<file path="src/rtl/alu_mul_seq.sv">
// alu_mul_seq: sequential 32x32 -> 32 (low word) shift-and-add multiplier that
// borrows an external combinational ALU for every add and shift.
//
// Ports
//   clk, rst_n           clock, synchronous active-low reset
//   start                request a multiply (accepted only in IDLE)
//   flush                abort an in-flight multiply (ADD/SHL only)
//   op_a, op_b           multiplicand / multiplier, captured on accepted start
//   busy                 high from the cycle after start through the DONE cycle
//   done                 one-cycle pulse, result valid
//   result               low 32 bits of op_a*op_b, held until the next result
//   alu_A, alu_B,
//   alu_Imm, alu_PC_out  ALU operand drives
//   alu_Asel, alu_Bsel   1 selects alu_A / alu_B, 0 selects alu_PC_out / alu_Imm
//   alu_ALUop            00000 add, 00010 shift-left-logical
//   alu_value            ALU result for the current drives
//
// state | meaning
// IDLE  | waiting for start
// ADD   | acc + mcand through the ALU, kept if mplier[0] is set
// SHL   | mcand << 1 through the ALU, mplier >> 1, count the pass
// DONE  | result valid, done pulse
module alu_mul_seq (
    input  logic        clk,
    input  logic        rst_n,
    input  logic        start,
    input  logic        flush,
    input  logic [31:0] op_a,
    input  logic [31:0] op_b,
    output logic        busy,
    output logic        done,
    output logic [31:0] result,
    output logic [31:0] alu_A,
    output logic [31:0] alu_B,
    output logic [31:0] alu_Imm,
    output logic [31:0] alu_PC_out,
    output logic        alu_Asel,
    output logic        alu_Bsel,
    output logic [4:0]  alu_ALUop,
    input  logic [31:0] alu_value
);

    localparam logic [4:0] OP_ADD = 5'b00000;
    localparam logic [4:0] OP_SLL = 5'b00010;

    typedef enum logic [1:0] {S_IDLE, S_ADD, S_SHL, S_DONE} state_t;

    state_t      state;
    state_t      state_nxt;
    logic [31:0] acc;
    logic [31:0] mcand;
    logic [31:0] mplier;
    logic [4:0]  cnt;
    logic        last_pass;

    // Stop once no set multiplier bits remain, or after all 32 passes.
    assign last_pass = (cnt == 5'd31) || (mplier[31:1] == 31'd0);

    always_ff @(posedge clk) begin
        if (!rst_n) begin
            state <= S_IDLE;
        end else begin
            state <= state_nxt;
        end
    end

    always_comb begin
        state_nxt  = state;
        busy       = 1'b0;
        done       = 1'b0;
        alu_A      = 32'd0;
        alu_B      = 32'd0;
        alu_Imm    = 32'd0;
        alu_PC_out = 32'd0;
        alu_Asel   = 1'b0;
        alu_Bsel   = 1'b0;
        alu_ALUop  = OP_ADD;
        case (state)
            S_IDLE: begin
                if (start) state_nxt = S_ADD;
            end
            S_ADD: begin
                busy      = 1'b1;
                alu_A     = acc;
                alu_B     = mcand;
                alu_Asel  = 1'b1;
                alu_Bsel  = 1'b1;
                alu_ALUop = OP_ADD;
                state_nxt = flush ? S_IDLE : S_SHL;
            end
            S_SHL: begin
                busy      = 1'b1;
                alu_A     = mcand;
                alu_Imm   = 32'd1;
                alu_Asel  = 1'b1;
                alu_Bsel  = 1'b0;
                alu_ALUop = OP_SLL;
                if (flush)          state_nxt = S_IDLE;
                else if (last_pass) state_nxt = S_DONE;
                else                state_nxt = S_ADD;
            end
            S_DONE: begin
                busy      = 1'b1;
                done      = 1'b1;
                state_nxt = S_IDLE;
            end
            default: state_nxt = S_IDLE;
        endcase
    end

    always_ff @(posedge clk) begin
        if (!rst_n) begin
            acc    <= 32'd0;
            mcand  <= 32'd0;
            mplier <= 32'd0;
            cnt    <= 5'd0;
            result <= 32'd0;
        end else begin
            case (state)
                S_IDLE: begin
                    if (start) begin
                        acc    <= 32'd0;
                        mcand  <= op_a;
                        mplier <= op_b;
                        cnt    <= 5'd0;
                    end
                end
                S_ADD: begin
                    if (!flush && mplier[0]) acc <= alu_value;
                end
                S_SHL: begin
                    if (!flush) begin
                        mcand  <= alu_value;
                        mplier <= {1'b0, mplier[31:1]};
                        cnt    <= cnt + 5'd1;
                        // acc is final here, so result is already valid in DONE.
                        if (last_pass) result <= acc;
                    end
                end
                default: ;
            endcase
        end
    end

endmodule
</file>
<file path="config.mk">
export PLATFORM = sky130hd
export DESIGN_NAME = alu_mul_seq
export DESIGN_NICKNAME = d
export VERILOG_FILES = /design/src/rtl/alu_mul_seq.sv
export SDC_FILE = /design/constraint.sdc
export NUM_CORES = 1
export LEC_CHECK = 0
export BUFFER_PORTS_ARGS = -buffer_cell sky130_fd_sc_hd__buf_2
export CAP_MARGIN = 20
export CORE_MARGIN = 1.5
export CORE_UTILIZATION = 50
export DETAILED_ROUTE_END_ITERATION = 12
export PLACE_DENSITY = 0.87
export SLEW_MARGIN = 30
export SYNTH_ARGS = -nofsm -noshare
export SYNTH_HDL_FRONTEND = slang
export SYNTH_SLANG_ARGS = --single-unit
</file>
<file path="constraint.sdc">
create_clock -name clk -period 2.6 [get_ports clk]
set_clock_uncertainty 0.1 [all_clocks]
set_input_delay 0.52 -clock clk [delete_from_list [all_inputs] [get_ports clk]]
set_output_delay 0.52 -clock clk [all_outputs]
set_load 0.02 [all_outputs]
</file>
==> flow_summary.toml <==
[outcome]
outcome = "completed"

[timing]
worstMarginPinSlew_ps = 600
clock.fmax_mhz = 393
fin_crit_sh = 0.978
setup_viol = 0
timing.slew.headroom = 0.600
finalSetupTns_ps = 0
rsz0062_at_grt = "true"
slew_viol_final = 0
post-route-min-period_ps = 2540
worst_hold_slack_ps = 268
hold_viol = 0

[routing]
wire_per_inst_um = 17.3
drt_pass1_iterations = 4
via_count = 6891
drt-total-wl_mm = 21.9
antenna_left = 0
drt_iter0_drc = 354
viasPerCell = 5.43
drc = 0

[yosys]
synth_cells = 862
ys_types = 45
ys.flop_type = "dfxtp_1"
yosysWarnings = 0
ys_ff_latch = 135
synthArstFlopShare = 0
synth_edf_count = 0
seq_area_frac_synth = 0.332
syn_area_per_cell_sq_um = 9.44
synth.largest_area_cell = "dfxtp_1"
synth_top_area_share = 0.332
syn_area_sq_um = 8140
yosys-top-cells-area = "dfxtp_1 33%, o211ai_2 9.2%, mux2i_1 7.7%, o211a_1 7.7%, nand2_1 7.6%"

[clock_network]
clockBufferDepth = 2
clk-insertion-delay-late_ps = 420
cts_root_buf = "clkbuf_16"
clkSinkCount = 135
h-tree-depth = 4
cts-buffers-inserted = 17
cts.clk_slew.worst_paths_ps = 60
tritoncts = "done"
hold_buffers = 0

[hold_path]
hold_start = "alu_value[25]"
hold_end = "acc[25]"
hp-class = "in -> reg"
whs_path_depth = 3

[grt]
grt_pass1_wl_mm = 33.5
use_met2 = 0.442
grt_use_met3 = 0.0688
grt_max_degree = 93
top_usage_layer = "met2"
met1_usage = 0.294
grt_antenna_before_repair = 1
grt_use_total = 0.255
grt.overflow.total = 0
grt_pass1_vias = 6483

[flow_run]
drv_cap = 0

[floorplan]
die_area_sq_um = 17100
dieHeight_um = 131
pin_count = 269
core_sq_um = 15900
die_w_um = 131
rows = 46
initial_utilization = 0.512

[worst_setup_path]
worstPathArrival_ps = 1920
critPathMaxFanout = 33
crit_type = "reg -> out"
rrSetupSlack_ps = 370
endpoint_kind = "output pin"
ff2ff_path_depth = 9
crit_required_ps = 1980
rr_endpoint = "acc[21]"
rr_startpoint = "state[1]"
startpoint_type = "register"

[final_layout]
nets = 1146
layout_commonest_cell = "buf_2"
fin_cells = 1268
syn2layout_area_growth_pct = 20.4
layout.cells.most_common_list = "200 x buf_2, 164 x nand2_1, 133 x dfxtp_1"
final_util = 0.617
layout-drive-gt1-share = 0.391

[pwr]
power.internal_uw = 4170
ir_drop_mv = 0.434
p_switching_uw = 1730
seqPwrFrac = 0.398
power_leakage_uw = 0.00460
power.total_uw = 5900
p_comb_frac = 0.184
clockPowerShare = 0.418
power.density_nw_per_um2 = 603
netSwitchingFraction = 0.293

[placed_design]
gp_congestion = 0.784
placed_cells = 1227
hpwl_mm = 15.0
io_buffers = 201
## cells by family after synthesis
group | share of synthesized area
adder cells (fa/ha/maj) | 0.0108
multiplexers | 0.0775
buffers and inverters | 0.118
AND/OR/NAND/NOR | 0.196
flip-flops | 0.332
XOR/XNOR | 0.00215
other | 0.000461
AO/OA/AOI/OAI | 0.263
## Yosys cell counts (2+ instances only)
master and count:
o211a_1 63, o21ai_0 3, buf_6 10, a21oi_1 3, nand3_1 5, o211ai_2 60, ha_1 7, buf_1 2
nand2b_1 4, nand2_1 164, nor2b_1 38, nor4_2 6, buf_2 39, nand3_2 30, a21boi_2 30, inv_1 5
and2_1 34, mux2i_1 63, and4_1 2, nand3b_1 2, clkbuf_1 24, o211ai_1 5, a22oi_1 32, buf_4 71
dfxtp_1 135, nor2_1 3, a21boi_1 4
## metal layers
metal,up-vias,routed length (um)
met5,-,0
li1,3278,-
met2,283,10800
met1,3276,8890
met3,54,1480
met4,0,753
## power by group through the flow
stage          Clock [uW]  Sequential, uW  Combinational, uW
2_1_floorplan           0            2350                837
3_3_place_gp            0            2390               1010
3_5_place_dp            0            2390               1040
4_1_cts              2490            2350               1070
5_1_grt              2590            2370               1170
6_report             2470            2350               1080
## how the worst max path moves through the flow
stage	slack (ps)	endpoint	startpoint	depth (start not counted)
2_1_floorplan	190	alu_A[21]	state[0]	7
3_3_place_gp	310	alu_A[9]	state[1]	6
3_5_place_dp	250	alu_A[9]	state[1]	6
4_1_cts	30	alu_A[13]	state[0]	6
5_1_grt	-9	alu_A[0]	state[1]	5
6_report	60	alu_A[0]	state[1]	5
## state kept, by name, indices dropped and copies added, names as in the netlist
signal and flops:
result 32, cnt 5, mcand 32, acc 32
state 2, mplier 32
## area by class of cell
type | instances | area [sq um]
clock buffers | 19 | 453
fillers | 1346 | 6090
multi-input cells | 642 | 4810
diodes | 1 | 2.50
repair buffers | 238 | 1390
flip-flops and latches | 135 | 2710
well taps | 216 | 270
inverters | 5 | 18.8
clock inverters | 12 | 151
## critical path: stages (launching register included)
cell     delay [ps]
dfxtp_2         400
inv_1           120
ha_1            350
buf_12          210
nor2b_2         230
buf_2           190
## repair_timing
action                                  in CTS  in global routing
gates resized for setup                      6                  2
gates cloned                                 0                  0
endpoints found under the setup margin      55                 27
hold endpoints to repair                     0                  0
setup buffers                                3                  6
pin swaps                                    0                  2
## metrics by stage
step / setup slack, ps / instance area, sq um
3_5_place_dp: 251 / 9060
5_1_grt: -8.89 / 9790
3_3_place_gp: 308 / 9060
4_1_cts: 31.2 / 9730
6_report: 56.1 / 9800
2_1_floorplan: 188 / 8390
Power figures use the tool's default switching activity.
